===== config.mk =====
export PLATFORM = sky130hd
export DESIGN_NAME = cholesky_sched_ctrl
export DESIGN_NICKNAME = d
export VERILOG_FILES = /design/src/rtl/cholesky_pkg.sv /design/src/rtl/cholesky_lane_mask.sv /design/src/rtl/cholesky_sched_ctrl.sv
export SDC_FILE = /design/constraint.sdc
export NUM_CORES = 1
export LEC_CHECK = 0
export CAP_MARGIN = 20
export CORE_MARGIN = 2
export CORE_UTILIZATION = 51
export DETAILED_ROUTE_END_ITERATION = 12
export PLACE_DENSITY_LB_ADDON = 0.15
export SYNTH_ARGS = -nofsm -noshare
export SYNTH_HDL_FRONTEND = slang
export SYNTH_SLANG_ARGS = --single-unit

===== constraint.sdc =====
create_clock -name clock -period 4.9 [get_ports clock]
set_input_delay 0.735 -clock clock [delete_from_list [all_inputs] [get_ports clock]]
set_output_delay 0.735 -clock clock [all_outputs]
set_load 0.02 [all_outputs]

===== src/rtl/cholesky_pkg.sv =====
// Cholesky schedule controller: shared state encoding,
// default latencies and a constant-width helper.
package cholesky_pkg;

  typedef enum logic [2:0] {
    S_IDLE,
    S_DIAG_ISSUE,
    S_DIAG_WAIT,
    S_LOWER_ISSUE,
    S_LOWER_WAIT,
    S_SETTLE,
    S_DONE
  } state_e;

  localparam int DIAG_LAT_DEF  = 22;
  localparam int LOWER_LAT_DEF = 24;

  function automatic int clog2(input int v);
    int r;
    r = 0;
    for (int i = 0; i < 31; i++)
      if ((1 << i) < v) r = i + 1;
    return r;
  endfunction

endpackage


===== src/rtl/cholesky_lane_mask.sv =====
// Lane-enable mask and group column base for pivot row j, group g;
// captured on issue and held through the following wait.
module cholesky_lane_mask
  import cholesky_pkg::*;
#(
  parameter int LANES = 4,
  parameter int DIM_W = 4,
  parameter int GRP_W = 3
) (
  input  logic             clk,
  input  logic             rst_n,
  input  logic             load_i,
  input  logic             clr_i,
  input  logic [DIM_W-1:0] n_i,
  input  logic [DIM_W-1:0] row_i,
  input  logic [GRP_W-1:0] grp_i,
  output logic [LANES-1:0] lane_en_o,
  output logic [DIM_W-1:0] col_base_o
);

  int               base;
  logic [LANES-1:0] mask_d;
  logic [DIM_W-1:0] col_base_d;
  logic [LANES-1:0] lane_en_q;
  logic [DIM_W-1:0] col_base_q;

  always_comb begin
    base       = int'(row_i) + 1 + int'(grp_i) * LANES;
    col_base_d = DIM_W'(base);
    mask_d     = '0;
    for (int k = 0; k < LANES; k++)
      mask_d[k] = (base + k) < int'(n_i);
  end

  always_ff @(posedge clk or negedge rst_n) begin
    if (!rst_n) begin
      lane_en_q  <= '0;
      col_base_q <= '0;
    end else if (load_i) begin
      lane_en_q  <= mask_d;
      col_base_q <= col_base_d;
    end else if (clr_i) begin
      lane_en_q  <= '0;
      col_base_q <= '0;
    end
  end

  assign lane_en_o  = lane_en_q;
  assign col_base_o = col_base_q;

endmodule


===== src/rtl/cholesky_sched_ctrl.sv =====
// Row-by-row Cholesky schedule: one sqrt per pivot row, then
// below-diagonal elements in groups of LANES, with stall and handshake.
module cholesky_sched_ctrl
  import cholesky_pkg::*;
#(
  parameter int LANES     = 4,
  parameter int DIM_W     = 4,
  parameter int DIAG_LAT  = DIAG_LAT_DEF,
  parameter int LOWER_LAT = LOWER_LAT_DEF,
  parameter int MAX_N     = 15
) (
  input  logic             clock,
  input  logic             areset_n,
  input  logic             start,
  input  logic [DIM_W-1:0] matrix_size,
  input  logic             stall,
  output logic             busy,
  output logic             done,
  output logic             size_err,
  output logic             clear,
  output logic             diag_issue,
  output logic             lower_issue,
  output logic [LANES-1:0] lane_en,
  output logic [DIM_W-1:0] row,
  output logic [DIM_W-1:0] col_base,
  output logic             first_row,
  output logic [LANES:0]   clock_en
);

  localparam int MAX_LAT = (DIAG_LAT > LOWER_LAT) ? DIAG_LAT : LOWER_LAT;
  localparam int CNT_W   = clog2(MAX_LAT + 1);
  localparam int GRP_W   = clog2((MAX_N + LANES - 1) / LANES + 1);

  state_e           state_q, state_d;
  logic [CNT_W-1:0] cnt_q, cnt_d;
  logic [DIM_W-1:0] row_q, row_d;
  logic [DIM_W-1:0] n_q, n_d;
  logic [GRP_W-1:0] grp_q, grp_d;
  logic             size_err_q, size_err_d;

  logic legal, last_row, more_grp, settle, row_end;
  logic lane_load, lane_clr;

  assign legal    = (matrix_size != '0) && (int'(matrix_size) <= MAX_N);
  assign last_row = (int'(row_q) + 1) == int'(n_q);
  assign more_grp = (int'(row_q) + 1 + (int'(grp_q) + 1) * LANES) < int'(n_q);
  assign settle   = ((int'(row_q) + 1) % LANES) == 0;

  always_ff @(posedge clock or negedge areset_n) begin
    if (!areset_n) begin
      state_q    <= S_IDLE;
      cnt_q      <= '0;
      row_q      <= '0;
      n_q        <= '0;
      grp_q      <= '0;
      size_err_q <= 1'b0;
    end else begin
      state_q    <= state_d;
      cnt_q      <= cnt_d;
      row_q      <= row_d;
      n_q        <= n_d;
      grp_q      <= grp_d;
      size_err_q <= size_err_d;
    end
  end

  always_comb begin
    state_d    = state_q;
    cnt_d      = cnt_q;
    row_d      = row_q;
    n_d        = n_q;
    grp_d      = grp_q;
    size_err_d = 1'b0;
    row_end    = 1'b0;
    unique case (state_q)
      S_IDLE: begin
        if (start) begin
          if (legal) begin
            n_d     = matrix_size;
            row_d   = '0;
            grp_d   = '0;
            state_d = S_DIAG_ISSUE;
          end else begin
            size_err_d = 1'b1;
          end
        end
      end
      S_DIAG_ISSUE: begin
        if (!stall) begin
          cnt_d   = CNT_W'(DIAG_LAT - 1);
          state_d = S_DIAG_WAIT;
        end
      end
      S_DIAG_WAIT: begin
        if (!stall) begin
          if (cnt_q != '0) begin
            cnt_d = cnt_q - CNT_W'(1);
          end else if (!last_row) begin
            grp_d   = '0;
            state_d = S_LOWER_ISSUE;
          end else begin
            row_end = 1'b1;
          end
        end
      end
      S_LOWER_ISSUE: begin
        if (!stall) begin
          cnt_d   = CNT_W'(LOWER_LAT - 1);
          state_d = S_LOWER_WAIT;
        end
      end
      S_LOWER_WAIT: begin
        if (!stall) begin
          if (cnt_q != '0) begin
            cnt_d = cnt_q - CNT_W'(1);
          end else if (more_grp) begin
            grp_d   = grp_q + GRP_W'(1);
            state_d = S_LOWER_ISSUE;
          end else begin
            row_end = 1'b1;
          end
        end
      end
      S_SETTLE: begin
        if (!stall) state_d = S_DIAG_ISSUE;
      end
      S_DONE: begin
        if (!stall) begin
          row_d   = '0;
          state_d = S_IDLE;
        end
      end
      default: state_d = S_IDLE;
    endcase
    // A bubble follows every LANES-th row so the lane pipes drain.
    if (row_end) begin
      if (last_row) begin
        state_d = S_DONE;
      end else begin
        row_d   = row_q + DIM_W'(1);
        state_d = settle ? S_SETTLE : S_DIAG_ISSUE;
      end
    end
  end

  assign lane_load = state_d == S_LOWER_ISSUE;
  assign lane_clr  = (state_d != S_LOWER_ISSUE) && (state_d != S_LOWER_WAIT);

  cholesky_lane_mask #(
    .LANES (LANES),
    .DIM_W (DIM_W),
    .GRP_W (GRP_W)
  ) u_mask (
    .clk        (clock),
    .rst_n      (areset_n),
    .load_i     (lane_load),
    .clr_i      (lane_clr),
    .n_i        (n_q),
    .row_i      (row_d),
    .grp_i      (grp_d),
    .lane_en_o  (lane_en),
    .col_base_o (col_base)
  );

  assign busy        = (state_q != S_IDLE) && (state_q != S_DONE);
  assign clear       = state_q == S_IDLE;
  assign done        = (state_q == S_DONE) && !stall;
  assign size_err    = size_err_q;
  assign diag_issue  = (state_q == S_DIAG_ISSUE) && !stall;
  assign lower_issue = (state_q == S_LOWER_ISSUE) && !stall;
  assign row         = row_q;
  assign first_row   = row_q == '0;
  assign clock_en    = {lane_en, busy || clear};

endmodule


Yosys cells after proc, flatten, opt, wreduce, memory -nomap -nowiden
Index checks and enable logic that the tools add are counted.
{"block": "word_totals", "regBits": 28, "in_bits": 8, "output_inout_bits": 24, "elab_cells": 108}
{"block": "classes", "add_sub_neg": 11, "magnitude_cmp": 5, "n_eq_ne": 15, "mux": 49, "bitwise": 1, "reduce_logical": 19}
{"cell": "$lt 32x5->1", "n": 5}
{"cell": "$mux 3", "n": 23}
{"cell": "$add 32x3->32 const B", "n": 2}
{"cell": "$add 32x2->32 const B", "n": 1}
{"cell": "$add 32x6->32", "n": 1}
{"cell": "$add 32x7->32", "n": 1}
{"cell": "$eq 32x5->1", "n": 1}
{"cell": "$logic_not 32->1", "n": 1}
{"cell": "$mux 4", "n": 8}
{"cell": "$pmux 3 s7", "n": 1}
{"cell": "$mux 5", "n": 4}
{"cell": "$pmux 5 s3", "n": 1}
{"cell": "$add 4x1->5 const B", "n": 2}
{"cell": "$eq 3x2->1 const B", "n": 3}
{"cell": "$eq 3x3->1 const B", "n": 3}
{"cell": "$mux 1", "n": 9}
{"cell": "$pmux 3 s3", "n": 1}
{"cell": "$pmux 4 s2", "n": 1}
{"cell": "$ne 2x2->1 const B", "n": 3}
{"cell": "$ne 3x3->1 const B", "n": 2}
{"cell": "$reduce_bool 3->1", "n": 2}
{"cell": "$logic_and 1x1->1", "n": 5}
{"cell": "$reduce_and 5->1", "n": 1}
{"cell": "$reduce_bool 5->1", "n": 1}
{"cell": "other kinds (17)", "n": 18}

Longest topological paths before layout
{"block": "depth", "word_depth": 13, "mapped_depth": 25, "mapped_depth_nobuf": 24}

By module
A second synthesis with hierarchy kept.
{"block": "unflattened", "hier_cells": 277, "area_unflattened_um2": 2467.4}
{"mod": "cholesky_sched_ctrl", "instances": 1, "cells_each": 186, "area_each_um2": 1610.3, "seq_area_each_um2": 500.5}
{"mod": "cholesky_lane_mask", "instances": 1, "cells_each": 91, "area_each_um2": 857.1, "seq_area_each_um2": 200.2}

Least setup slack after synthesis
Ideal clock, no wire load.
{"block": "synth_timing", "kind": "register to register", "start": "register row_q[0] (netlist: row[0])", "end": "register u_mask.lane_en_q[1] (netlist: u_mask.lane_en_o[1])", "setup_ns": 0.122, "arrival_time_ns": 5.296, "t_required_ns": 4.778, "path_slack_ns": -0.518, "path_stages_with_launch": 25, "n_path_buf": 1, "synth_period_minus_slack_ns": 5.418, "cell_sequence": "dfrtp_1 ha_1 xnor2_1 inv_1 ha_1 fa_1 ha_1 a211oi_1 o211ai_4 nand2_1 mux2i_1 inv_1 ha_1 xnor2_1 ha_1 ha_1 clkbuf_1 inv_1 nor2_1 xnor2_1 ha_1 nor2b_1 o311ai_0 and3_1 a32o_1"}
{"block": "synth_between", "elab_chain_cells": 13, "elab_cells_between_ends": 48, "classes_between": "6 x add/sub; 2 x order compare; 4 x eq/ne; 31 x mux; 1 x bitwise; 4 x reduce/logical"}
{"item": "start: declaration", "line_no": "cholesky_sched_ctrl.sv:36", "text": "logic [DIM_W-1:0] row_q, row_d;"}
{"item": "start signal: assignment", "line_no": "cholesky_sched_ctrl.sv:60", "text": "row_q <= row_d;"}
{"item": "$add 4x1->5", "line_no": "cholesky_sched_ctrl.sv:47", "text": "assign settle = ((int'(row_q) + 1) % LANES) == 0;"}
{"item": "$add 32x7->32", "line_no": "cholesky_sched_ctrl.sv:46", "text": "assign more_grp = (int'(row_q) + 1 + (int'(grp_q) + 1) * LANES) < int'(n_q);"}
{"item": "$lt 32x5->1", "line_no": "cholesky_sched_ctrl.sv:46"}
{"item": "$mux 1", "line_no": "cholesky_sched_ctrl.sv:116", "text": "end else if (more_grp) begin"}
{"item": "$mux 1", "line_no": "cholesky_sched_ctrl.sv:114", "text": "if (cnt_q != '0) begin"}
{"item": "$mux 1", "line_no": "cholesky_sched_ctrl.sv:113", "text": "if (!stall) begin"}
{"item": "$pmux 1 s2", "line_no": "cholesky_sched_ctrl.sv:75", "text": "unique case (state_q)"}
{"item": "$mux 4 (*)", "line_no": "cholesky_sched_ctrl.sv:136", "text": "if (row_end) begin"}
{"item": "net row_d[1]", "line_no": "cholesky_sched_ctrl.sv:36"}
{"item": "$add 4x1->5 (*)", "line_no": "cholesky_lane_mask.sv:28", "text": "base = int'(row_i) + 1 + int'(grp_i) * LANES;"}
{"item": "$add 32x6->32 (*)", "line_no": "cholesky_lane_mask.sv:28"}
{"item": "$add 32x2->32 (*)", "line_no": "cholesky_lane_mask.sv:32", "text": "mask_d[k] = (base + k) < int'(n_i);"}
{"item": "$lt 32x5->1 (*)", "line_no": "cholesky_lane_mask.sv:32"}
{"item": "$mux 4 (*)", "line_no": "cholesky_lane_mask.sv:39", "text": "end else if (load_i) begin"}
{"item": "end signal: assignment", "line_no": "cholesky_lane_mask.sv:40", "text": "lane_en_q <= mask_d;"}
{"item": "end: declaration", "line_no": "cholesky_lane_mask.sv:24", "text": "logic [LANES-1:0] lane_en_q;"}
The timed path passes the listed nets; every way through them passes the cells marked *.
A chain may end at the register's enable or synchronous reset.

Final worst setup path
Same ends and word-level chain as after synthesis.

==> summary.txt <==
Status: complete, but fails checks
Static leakage: 1.510 nW
Worst EP required: 5.09 ns
Worst hold path class: reg2reg
CTS Buf Count: 3
Area Overhead vs Synth: 31.42%
Ys flop type: dfrtp_1
Post-DRT Antenna Nets: 0
Async S/R FF share, synth: 100.0%
Worst r2r src: row[0]
Yosys reg bits: 28
Setup TNS: -0.4010 ns
Cell Int Power: 697.1 uW
Slew @ Worst Pin: 0.6798 ns
H-tree depth: 1
DRT Pass-1 Iters: 4
Fin util: 69.99%
Largest net degree at the start of global routing: 29
# IOs: 32
Diode count: 0
Initial core utilization: 53.25%
Syn avg cell area: 8.412 sq um
Max_cap viols: 0
# DRC: 0
Overall die height: 74.69 microns
Dpl hpwl: 5010 microns
Final Non-Filler Cells: 424
EDFF count, synth: 0
Sequential element share of the synthesized area: 27.49%
Post-route minimum period: 5.050 ns
Port Buffer Count: 31
Register-to-register setup slack: -0.15 ns
Synthesized cell area: 2549 sq um
Total GRT Usage: 25.30%
Sw power: 512.9 uW
Clk root buf: clkbuf_8
Clock-pin slew on the worst setup and hold paths: 0.11 ns
Detail-routed via count per cell: 5.608
Worst setup margin: -0.1496 ns
Die Wd: 74.69 microns
Failing checks: negative setup slack
Die area: 5579 sq um
Worst setup EP type: flip-flop
Switch share: 42.39%
Peak VDD IR: 0.2454 mV
Fill count: 371
Hold Path Sink: cnt_q[3]
RSZ-0062 raised after global routing: yes
Multi-input logic area: 1854 sq um
Reg area: 704.4 sq um
Synthesis Warnings: 0
Worst Path Arrival: 5.24 ns
Unique masters post-synth: 59
Initial antenna violation count: 0
Power per cell area: 361.3 nW/um^2
CP max FO: 4
GP Congestion: 0.9298
Skew final: 0.003435 ns
Synthesized instance count: 303
Length of routed met3 wiring: 382 microns
Kind of critical path: reg2reg
Clk Latency, worst-skew pair: 0.29 ns
Layout cells sized above 1: 21.57%
WHS: 0.4967 ns
Syn nets: 343
Max Freq: 0.1980 GHz
Worst reg-to-reg path cell count: 22
Fin. max-slew vios: 0
Placed Cells: 409
Slew Limit Headroom: 54.51%
Final net count: 398
WHS Path Cells: 1
# rows: 25
Met2 wire len: 3110 microns
Placeable Area: 4786 sq um
DR top layer: met4
Clk sink count: 28
Setup-failing EPs final: 4
Wire per inst: 15.94 microns
Final period util: 103.1%
Logic pwr share: 54.8%
GR Overflow Total: 0
Clock Tree Buf Depth: 2
Hold path start: cnt_q[3]
R2R Path End: u_mask.lane_en_o[1]
CP Launch Type: flip-flop
Register share of total power: 29.3%
WL met1: 3147 microns
Via count: 2378
Hold Violations, Final: 0
First-pass GRT wire length: 10690 microns
Clock group share of total power: 15.9%
Vias in the first global route: 2196
Iteration-0 DRC Markers: 117
Total Wirelength: 6758 microns
Setup WS pre-CTS: -0.09095 ns
CTS tree: yes
## power by group through the flow
stage,sequential (mW),clock [mW],combinational [mW]
2_1_floorplan,0.335,0,0.435
3_3_place_gp,0.357,0,0.597
3_5_place_dp,0.356,0,0.604
4_1_cts,0.353,0.192,0.625
5_1_grt,0.366,0.201,0.727
6_report,0.355,0.192,0.663
## cell usage after synthesis (5+ instances only)
cell	n	area, sq um
clkbuf_1	6	22.52
o21ai_0	20	100.1
a21oi_1	18	90.09
nor2_1	33	123.9
a31oi_1	5	31.28
xnor2_1	12	105.1
ha_1	30	375.4
nand2_1	30	112.6
nor3_1	9	45.04
dfrtp_1	28	700.7
inv_1	22	82.58
nand3_1	8	40.04
## worst max-delay path by stage
| stage | startpoint | to | slack (ns) | depth (start not counted) |
|---|---|---|---|---|
| finish | row[0] | u_mask.lane_en_o[1] | -0.15 | 22 |
| global route | row[1] | u_mask.lane_en_o[1] | -0.30 | 22 |
| CTS | row[1] | u_mask.lane_en_o[1] | 0.002 | 22 |
| detailed placement | row[1] | u_mask.lane_en_o[0] | -0.09 | 20 |
| global placement | row[1] | u_mask.lane_en_o[1] | 0.03 | 21 |
| floorplan | row[0] | u_mask.lane_en_o[1] | -0.07 | 22 |
## layout make-up
type | instances | share of cell area (%)
Inverter | 23 | 2.652
Clock buffer | 3 | 1.233
Tap cell | 67 | 2.503
Timing Repair Buffer | 62 | 16.32
Sequential cell | 28 | 21.03
Clock inverter | 1 | 0.8965
Multi-Input combinational cell | 240 | 55.36
## cells in the final DEF, fill, tap and decap left out, types with 8 or more instances in the layout
master           netlist  layout
a21oi_1               18      17
buf_4                  4      30
clkdlybuf4s50_1        0      31
dfrtp_1               28      25
ha_1                  30      24
inv_1                 22      18
nand2_1               30      29
nand3_1                8       8
nor2_1                33      32
nor3_1                 9       9
o21ai_0               20      20
## metal layers
layer	up-vias	GRT usage, %
met5	-	0
met4	0	7.341
met3	11	3.213
met2	80	39.63
met1	1110	36.88
li1	1177	-
## critical path, stage by stage (launching register included)
cell      delay [ns]
dfrtp_2         0.44
ha_4            0.18
xnor2_4         0.18
inv_2           0.06
ha_4            0.16
fa_1            0.58
ha_4            0.21
a211oi_4        0.28
o211ai_4        0.14
nand2_2         0.12
mux2i_2         0.29
inv_2           0.08
ha_4            0.18
xnor2_2         0.13
ha_2            0.20
inv_2           0.04
fa_2            0.66
xnor2_2         0.08
ha_1            0.29
nor2b_1         0.14
o311ai_1        0.10
and3_1          0.17
a32o_1          0.23
## metrics by stage
step | total power, mW | cell area, sq um
CTS | 1.170 | 3199
global route | 1.293 | 3349
floorplan | 0.7707 | 2608
detailed placement | 0.9606 | 3073
global placement | 0.9538 | 3073
finish | 1.210 | 3349
## registers in the layout, indices dropped and copies added, names as in the netlist
| signal | flops |
|---|---|
| cnt_q | 5 |
| n_q | 4 |
| row | 4 |
| u_mask.col_base_o | 4 |
| u_mask.lane_en_o | 4 |
| grp_q | 3 |
| state_q | 3 |
| size_err | 1 |
## timing repair
action | CTS | global route
gates resized for setup | 5 | 23
setup endpoints to repair | 3 | 4
hold endpoints to repair | 0 | 0
pin swaps | 1 | 15
buffers inserted | 6 | 5
hold buffers | 0 | 0
## logic make-up after synthesis
logic type / share of synthesized area, %
simple gates: 20.52
compound gates: 20.18
buf+inv: 6.186
fa+ha+maj: 16.30
flops: 27.49
xor+xnor: 7.658
mux: 1.669
Note: power is estimated with default switching activity, not from simulation.
